### src/rtl/adder_pkg.sv
// Shared constants and FSM state encoding for the wide add/subtract sequencer.
package adder_pkg;

   localparam int unsigned DEF_SLICE_W = 16;
   localparam int unsigned DEF_WORDS   = 4;

   typedef enum logic [1:0] {
      IDLE = 2'd0,
      RUN  = 2'd1,
      DONE = 2'd2
   } state_e;

endpackage

### src/rtl/adder_slice16.sv
// SLICE_W-bit ripple-carry adder shared across all beats of a wide operation.
module adder_slice16
   import adder_pkg::*;
#(
   parameter int unsigned SLICE_W = DEF_SLICE_W
) (
   input  logic [SLICE_W-1:0] a,
   input  logic [SLICE_W-1:0] b,
   input  logic               c_in,
   output logic [SLICE_W-1:0] s,
   output logic               c_out
);

   logic [SLICE_W:0] c;

   assign c[0] = c_in;

   for (genvar i = 0; i < SLICE_W; i++) begin : g_bit
      full_adder u_fa (
         .a     (a[i]),
         .b     (b[i]),
         .c_in  (c[i]),
         .s     (s[i]),
         .c_out (c[i+1])
      );
   end

   assign c_out = c[SLICE_W];

endmodule

### src/rtl/full_adder.sv
// Single-bit full-adder cell used to build the ripple slice.
module full_adder (
   input  logic a,
   input  logic b,
   input  logic c_in,
   output logic s,
   output logic c_out
);

   assign s     = a ^ b ^ c_in;
   assign c_out = (a & b) | (c_in & (a ^ b));

endmodule

### src/rtl/wide_add_sequencer.sv
// Wide add/subtract performed LSB-slice first over WORDS beats through one
// shared ripple slice, with the carry held in a register between beats.
module wide_add_sequencer
   import adder_pkg::*;
#(
   parameter  int unsigned SLICE_W = DEF_SLICE_W,
   parameter  int unsigned WORDS   = DEF_WORDS,
   localparam int unsigned W       = SLICE_W * WORDS,
   localparam int unsigned BW      = (WORDS > 1) ? $clog2(WORDS) : 1
) (
   input  logic         clk,
   input  logic         rst,
   input  logic         in_valid,
   output logic         in_ready,
   input  logic [W-1:0] op_a,
   input  logic [W-1:0] op_b,
   input  logic         sub,
   output logic         out_valid,
   input  logic         out_ready,
   output logic [W-1:0] result,
   output logic         carry_out,
   output logic         overflow,
   output logic         busy
);

   state_e                       state_q;
   logic [BW-1:0]                beat_q;
   logic                         carry_q;
   logic [WORDS-1:0][SLICE_W-1:0] a_q;
   logic [WORDS-1:0][SLICE_W-1:0] b_q;
   logic [WORDS-1:0][SLICE_W-1:0] res_q;
   logic                         carry_out_q;
   logic                         overflow_q;
   logic                         out_valid_q;

   logic [SLICE_W-1:0]           slice_sum_d;
   logic                         slice_cout_d;
   logic                         last_beat;
   logic                         a_msb;
   logic                         b_msb;

   adder_slice16 #(
      .SLICE_W (SLICE_W)
   ) u_slice (
      .a     (a_q[beat_q]),
      .b     (b_q[beat_q]),
      .c_in  (carry_q),
      .s     (slice_sum_d),
      .c_out (slice_cout_d)
   );

   assign last_beat = (beat_q == BW'(WORDS - 1));
   assign a_msb     = a_q[WORDS-1][SLICE_W-1];
   assign b_msb     = b_q[WORDS-1][SLICE_W-1];

   // Subtraction is a + ~b + 1: the inverted operand is stored and the +1
   // enters as the initial carry.
   always_ff @(posedge clk or posedge rst) begin
      if (rst) begin
         state_q     <= IDLE;
         beat_q      <= '0;
         carry_q     <= 1'b0;
         a_q         <= '0;
         b_q         <= '0;
         res_q       <= '0;
         carry_out_q <= 1'b0;
         overflow_q  <= 1'b0;
         out_valid_q <= 1'b0;
      end else begin
         case (state_q)
            IDLE: begin
               if (in_valid) begin
                  a_q     <= op_a;
                  b_q     <= sub ? ~op_b : op_b;
                  carry_q <= sub;
                  beat_q  <= '0;
                  state_q <= RUN;
               end
            end
            RUN: begin
               res_q[beat_q] <= slice_sum_d;
               carry_q       <= slice_cout_d;
               if (last_beat) begin
                  carry_out_q <= slice_cout_d;
                  overflow_q  <= (a_msb == b_msb) && (slice_sum_d[SLICE_W-1] != a_msb);
                  out_valid_q <= 1'b1;
                  beat_q      <= '0;
                  state_q     <= DONE;
               end else begin
                  beat_q <= beat_q + 1'b1;
               end
            end
            DONE: begin
               if (out_ready) begin
                  out_valid_q <= 1'b0;
                  state_q     <= IDLE;
               end
            end
            default: state_q <= IDLE;
         endcase
      end
   end

   assign in_ready  = (state_q == IDLE);
   assign busy      = (state_q != IDLE);
   assign out_valid = out_valid_q;
   assign result    = res_q;
   assign carry_out = carry_out_q;
   assign overflow  = overflow_q;

endmodule

### config.mk
export PLATFORM = sky130hd
export DESIGN_NAME = wide_add_sequencer
export DESIGN_NICKNAME = d
export VERILOG_FILES = /design/src/rtl/adder_pkg.sv /design/src/rtl/adder_slice16.sv /design/src/rtl/full_adder.sv /design/src/rtl/wide_add_sequencer.sv
export SDC_FILE = /design/constraint.sdc
export NUM_CORES = 1
export LEC_CHECK = 0
export CORE_MARGIN = 5
export CORE_UTILIZATION = 51
export DETAILED_ROUTE_END_ITERATION = 6
export PLACE_DENSITY = 0.81
export SLEW_MARGIN = 20
export SYNTH_ARGS = -nofsm -noshare
export SYNTH_HDL_FRONTEND = slang
export SYNTH_SLANG_ARGS = --single-unit
### constraint.sdc
create_clock -name clk -period 9.46 [get_ports clk]
set_input_delay 1.892 -clock clk [delete_from_list [all_inputs] [get_ports clk]]
set_output_delay 1.892 -clock clk [all_outputs]
set_load 0.05 [all_outputs]
==> results of run 1 <==
-- worst min path at each step --
stage	endpoint	slack [ns]	cells past startpoint
after floorplan	a_q[22]$_DFFE_PP0P_	0.45	1
after global placement	result[29]$_DFFE_PP0P_	0.47	2
after detailed placement	result[47]$_DFFE_PP0P_	0.49	2
after CTS	result[45]$_DFFE_PP0P_	0.50	2
after global routing	result[21]$_DFFE_PP0P_	0.52	1
final	result[45]$_DFFE_PP0P_	0.50	2
-- worst reg2reg max path, cell delays in order, from the launching register on --
cell	delay (ns)
dfrtp_2	0.64
mux4_2	0.58
fa_1	0.42
fa_1	0.38
fa_1	0.39
fa_1	0.39
fa_1	0.40
fa_1	0.44
fa_1	0.44
fa_1	0.39
fa_1	0.38
fa_1	0.39
fa_1	0.39
fa_1	0.41
fa_1	0.37
inv_1	0.08
fa_1	0.15
inv_1	0.05
fa_1	0.38
inv_1	0.08
fa_1	0.47
and3_1	0.22
nor2_1	0.09
o21ai_0	0.07
-- stage by stage --
stage	instance area (µm²)	utilization, %	power [mW]	worst slack [ns]
3_5_place_dp	11300	63.2	4.48	1.30
4_1_cts	11900	66.6	5.22	1.30
5_1_grt	11900	66.7	5.50	1.00
3_3_place_gp	11300	63.2	4.39	1.36
2_1_floorplan	9230	-	3.58	1.85
6_report	11900	66.7	5.16	1.34
-- cells by family after synthesis --
group	count (synthesis)	share of synthesized area [%]
buffers and inverters	57	3.34
xor gates and xnor gates	64	6.07
AOI/OAI and AO/OA	84	4.72
adders and majority gates	20	4.01
and+or+nand+nor	88	4.47
DFF	200	54.2
muxes	152	23.1
-- metal layers --
layer / up-vias / track usage, % / wire (µm)
met5: - / 0 / 0
met4: 0 / 5.69 / 240
met3: 17 / 5.09 / 1420
met2: 174 / 30.2 / 9740
met1: 2915 / 29.9 / 8960
li1: 2666 / - / -
-- registers in the layout, summed over array words and instances (netlist names) --
name / count
result: 64
b_msb: 1
b_q: 63
out_valid: 1
carry_q: 1
a_q: 63
beat_q: 2
a_msb: 1
state_q: 2
carry_out: 1
overflow: 1
-- cells in the mapped netlist, drive strengths merged --
master / instances / area share [%]
a21oi: 66 / 3.6
a31oi: 1 / 0.068
a32o: 1 / 0.11
and3: 1 / 0.068
buf: 42 / 2.7
clkbuf: 1 / 0.041
dfrtp: 200 / 54
fa: 16 / 3.5
ha: 4 / 0.54
inv: 14 / 0.57
mux2: 120 / 15
mux4: 32 / 7.8
nand2: 13 / 0.53
nand3b: 4 / 0.87
nor2: 66 / 2.7
nor2b: 2 / 0.14
nor3: 1 / 0.054
nor3b: 1 / 0.14
o21ai: 13 / 0.71
o21bai: 1 / 0.081
o31ai: 1 / 0.081
o41ai: 1 / 0.095
xnor2: 64 / 6.1
-- where the power goes --
part	leakage, nW	switching (mW)	internal (mW)	total (mW)
registers	2.31	0.270	1.30	1.57
logic	2.26	1.55	1.29	2.85
clock network	0.288	0.339	0.401	0.740
total	4.86	2.16	2.99	5.16
-- final cells by class --
type | instances | area, µm²
Tap cell | 229 | 287
Clock buffer | 17 | 425
Clock inverter | 15 | 183
Multi-Input combinational cell | 408 | 3920
Inverter | 14 | 60.1
Sequential cell | 200 | 5010
Fill cell | 1320 | 5960
Timing Repair Buffer | 206 | 2050
==> impl_metrics.tcl, run 1 <==
set metrics [dict create \
    synth_cell_types 27 \
    dieArea_um2 20900 \
    routedWlPerCell_um 18.7 \
    hold_viol 0 \
    gr-total-overflow 0 \
    endpoint "overflow$_DFFE_PP0P_" \
    synth_warnings 0 \
    fmax_mhz 123 \
    hp-class "reg2reg" \
    post-route-min-period_ns 8.12 \
    crit_chain "mux4_2 > fa_1 > fa_1 > fa_1 > fa_1 > fa_1 > fa_1 > fa_1 > fa_1 > fa_1 > fa_1 > fa_1 > fa_1 > fa_1 > inv_1 > fa_1 > inv_1 > fa_1 > inv_1 > fa_1 > and3_1 > nor2_1 > o21ai_0" \
    post_cts_resized 0 \
    slowest_delay_ns 0.64 \
    grt_pass1_vias 5985 \
    r2r-start "beat_q[0]$_DFFE_PP0P_" \
    fin_crit_sh_pct 85.9 \
    r2r_end "overflow$_DFFE_PP0P_" \
    layout_common_cells "200 x clkdlybuf4s50_1, 198 x dfrtp_1, 101 x mux2_2" \
    crit_type "reg2reg" \
    synth_nets 818 \
    cp_num_cells 23 \
    crit_arrival_ns 8.42 \
    pin_count 202 \
    critPathBufInv 3 \
    worst-r2r-cell-count 23 \
    slew_headroom_pct 33.6 \
    cts_tree "done" \
    whs_ns 0.499 \
    endpoint_kind "flip-flop" \
    regToRegSetupSlack_ns 1.34 \
    htreeDepth 4 \
    place_hpwl_um 15000 \
    numPortBuffers 201 \
    grt_usage_pct 20.3 \
    setup.worst_path.start "beat_q[0]$_DFFE_PP0P_" \
    clock_latency_ns 0.43 \
    timing_worst_slew_pin_value_ns 0.995 \
    routed_wl_um 20400 \
    vias 5772 \
    fp.dieH_um 145 \
    dr.pass1.iters 4 \
    vdd_drop_max_mv 0.286 \
    hold_buffers 0 \
    required_ns 9.76 \
    start_util_pct 51.5 \
    ys_ff_latch 200 \
    std_cell_rows 49 \
    cpMostUsedCell "fa_1" \
    setup_tns_ns 0 \
    power_density_nw_per_um2 432 \
    cpMaxStageDelayCell "dfrtp_2" \
    die_width_um 145 \
    postCtsSetupBuffers 0 \
    cp_top_family "adder cells" \
    cts_buffer_depth 2 \
    area_growth_pct 29.4 \
    syn-cell-area_um2 9230 \
    coreArea_um2 17900 \
    drive_gt1_share_pct 22.8 \
    rsz0062_at_grt "no" \
    root_buffer "clkbuf_16" \
    gp_congestion 0.770 \
    netlist_instances 665 \
    slew_viol_final 0 \
    grt_start_max_net_pins 123 \
    placed_cells 1057 \
    via_per_inst 5.30 \
    fin_nets 1000 \
    cap_violations 0 \
    yosysSeqAreaShare_pct 54.2 \
    cts_buffers 17 \
    post-route-drc-count 0 \
    clk_pin_slew_ns 0.07 \
    grt_pass1_wl_um 32300 \
    antenna_cells 0 \
    layout_commonest_cell "clkdlybuf4s50_1" \
    antenna_found_initial 0 \
    ant_nets 0 \
    cts_sinks 200 \
    hp-start "result[45]$_DFFE_PP0P_" \
    syn_area_per_cell_um2 13.9 \
    status "finished, final reports clean" \
    drtIter0Drc 353 \
    p_leak_nw 4.86 \
    crit_fanout 16 \
    layoutNonFillerInstCount 1089 \
    setup_violations 0 \
    finClkSkew_ns 0.0123 \
    cp-start-kind "flip-flop" \
]
Note: power is estimated with default switching activity, not from simulation.
==> inputs of run 2 (changes only) <==
--- a/config.mk
+++ b/config.mk
@@ -5,11 +5,14 @@
 export SDC_FILE = /design/constraint.sdc
 export NUM_CORES = 1
 export LEC_CHECK = 0
+export ABC_CLOCK_PERIOD_IN_PS = 9460
 export CORE_MARGIN = 5
-export CORE_UTILIZATION = 51
+export CORE_UTILIZATION = 64
 export DETAILED_ROUTE_END_ITERATION = 6
+export DONT_BUFFER_PORTS = 1
 export PLACE_DENSITY = 0.81
 export SLEW_MARGIN = 20
 export SYNTH_ARGS = -nofsm -noshare
 export SYNTH_HDL_FRONTEND = slang
 export SYNTH_SLANG_ARGS = --single-unit
+export TNS_END_PERCENT = 5
==> run 2 against run 1 <==
Compared with the run above: sequential share of layout area rose by 8.9 points; critical path depth is the same; first-iteration DRC count is 15% lower; setup slack lost 0.20 ns; clock skew decreased by 0.0040 ns; register-to-register slack lost 0.20 ns; final cell count fell by 23%; flip-flop and latch count did not move; hold slack got worse by 0.00057 ns; die area shrank 19%.
==> impl_metrics.tcl, run 2 (synthesis gave the netlist of run 1 again) <==
set metrics [dict create \
    status "finished, final reports clean" \
    clk_pin_slew_ns 0.07 \
    drive_gt1_share_pct 29.0 \
    finClkSkew_ns 0.00827 \
    grtUsageMet2_pct 37.5 \
    hp-class "reg2reg" \
    crit_arrival_ns 8.62 \
    cts_buffers 17 \
    fin_nets 799 \
    fmax_mhz 120 \
    min_to "a_q[22]$_DFFE_PP0P_" \
    slew_headroom_pct 38.0 \
    crit_fanout 21 \
    clock_latency_ns 0.43 \
    required_ns 9.76 \
    use_met3_pct 8.35 \
    post-route-min-period_ns 8.33 \
    dr.pass1.iters 5 \
    cts_tree "done" \
    vias 5100 \
    worst-r2r-cell-count 23 \
    setup_tns_ns 0 \
    routed_wl_um 19400 \
    antenna_found_initial 3 \
    cts_buffer_depth 2 \
    grt_usage_pct 24.2 \
    area_growth_pct 6.81 \
    htreeDepth 4 \
    routedWlPerCell_um 23.1 \
    post_cts_resized 0 \
    grt_pass1_vias 5440 \
    grt_start_max_net_pins 139 \
    start_util_pct 66.0 \
    postCtsSetupBuffers 0 \
    pin_count 202 \
    r2r_end "overflow$_DFFE_PP0P_" \
    rsz0062_at_grt "no" \
    setup_violations 0 \
    cp-start-kind "flip-flop" \
    largest_register_ffs 64 \
    busiest_layer "met2" \
    layout_common_cells "198 x dfrtp_1, 101 x mux2_2, 66 x a21oi_1, 66 x nor2_1, 64 x xnor2_1" \
    fill_cells 931 \
    gr-total-overflow 0 \
    die_width_um 130 \
    coreArea_um2 14000 \
    place_hpwl_um 14000 \
    cap_violations 0 \
    timing_worst_slew_pin_value_ns 0.930 \
    cts_sinks 200 \
    hold_depth 1 \
    fin_crit_sh_pct 88.0 \
    grt_pass1_wl_um 30500 \
    ant_nets 0 \
    gp_congestion 0.807 \
    hold_viol 0 \
    numPortBuffers 0 \
    layout_commonest_cell "dfrtp_1" \
    drtIter0Drc 300 \
    post-route-drc-count 0 \
    crit_type "reg2reg" \
    root_buffer "clkbuf_16" \
    regToRegSetupSlack_ns 1.13 \
    dieArea_um2 16900 \
    fp.dieH_um 130 \
    hold_buffers 0 \
    std_cell_rows 43 \
    grtUsageMet1_pct 33.2 \
    hp-start "a_q[22]$_DFFE_PP0P_" \
    endpoint_kind "flip-flop" \
    via_per_inst 6.07 \
    r2r-start "beat_q[0]$_DFFE_PP0P_" \
    slew_viol_final 0 \
]
-- run 2: cell types whose count changed in the layout (fill, tap and decap cells not counted), moves of 2 or more --
cell / before / now
clkdlybuf4s50_1: 200 / 0
clkbuf_1: 0 / 4
inv_6: 5 / 2
inv_8: 3 / 1
-- run 2: critical path: stages (launching register included) --
cell     delay (ns)
dfrtp_2        0.80
mux4_2         0.61
fa_1           0.41
fa_1           0.39
fa_1           0.40
fa_1           0.40
fa_1           0.40
fa_1           0.41
fa_1           0.41
fa_1           0.39
fa_1           0.40
fa_1           0.40
fa_1           0.40
fa_1           0.42
fa_1           0.38
inv_1          0.07
fa_1           0.15
inv_1          0.05
fa_1           0.35
inv_1          0.10
fa_1           0.48
and3_1         0.21
nor2_1         0.08
o21ai_0        0.07
-- run 2: metal layers --
layer	vias to the layer above	wire, µm
met4	4	236
li1	2263	-
met5	-	27
met3	21	1790
met2	195	9350
met1	2617	8040
-- run 2: how the worst max path moves through the flow --
| stage | from | end | slack [ns] | depth (start not counted) |
|---|---|---|---|---|
| 2_1_floorplan | beat_q[1]$_DFFE_PP0P_ | overflow$_DFFE_PP0P_ | 1.85 | 25 |
| 3_3_place_gp | beat_q[0]$_DFFE_PP0P_ | overflow$_DFFE_PP0P_ | 1.12 | 23 |
| 3_5_place_dp | beat_q[0]$_DFFE_PP0P_ | overflow$_DFFE_PP0P_ | 1.07 | 23 |
| 4_1_cts | beat_q[0]$_DFFE_PP0P_ | overflow$_DFFE_PP0P_ | 1.05 | 23 |
| 5_1_grt | beat_q[0]$_DFFE_PP0P_ | overflow$_DFFE_PP0P_ | 0.73 | 23 |
| 6_report | beat_q[0]$_DFFE_PP0P_ | overflow$_DFFE_PP0P_ | 1.13 | 23 |
-- run 2: area by class of cell --
cell class              instances  area [µm²]  area share [%]
flip-flops and latches        200        5010            50.8
inverters                      14        60.1           0.609
repair buffers                  5        41.3           0.419
well taps                     180         225            2.29
multi-input cells             408        3920            39.8
clock buffers                  22         454            4.61
clock inverters                10         144            1.46
diodes                          1        2.50          0.0254
-- run 2: stage by stage --
stage	instance area [µm²]	hold WS (ns)	worst slack (ns)	cells	utilization [%]
2_1_floorplan	9230	0.452	1.85	665	-
3_3_place_gp	9250	0.470	1.12	807	66.1
3_5_place_dp	9250	0.486	1.07	807	66.1
4_1_cts	9850	0.501	1.05	839	70.4
5_1_grt	9860	0.524	0.725	840	70.5
6_report	9860	0.499	1.13	840	70.5
Power of run 2 is not shown: default switching activity piles up to over one toggle a cycle in this logic, so the estimate is an artifact.
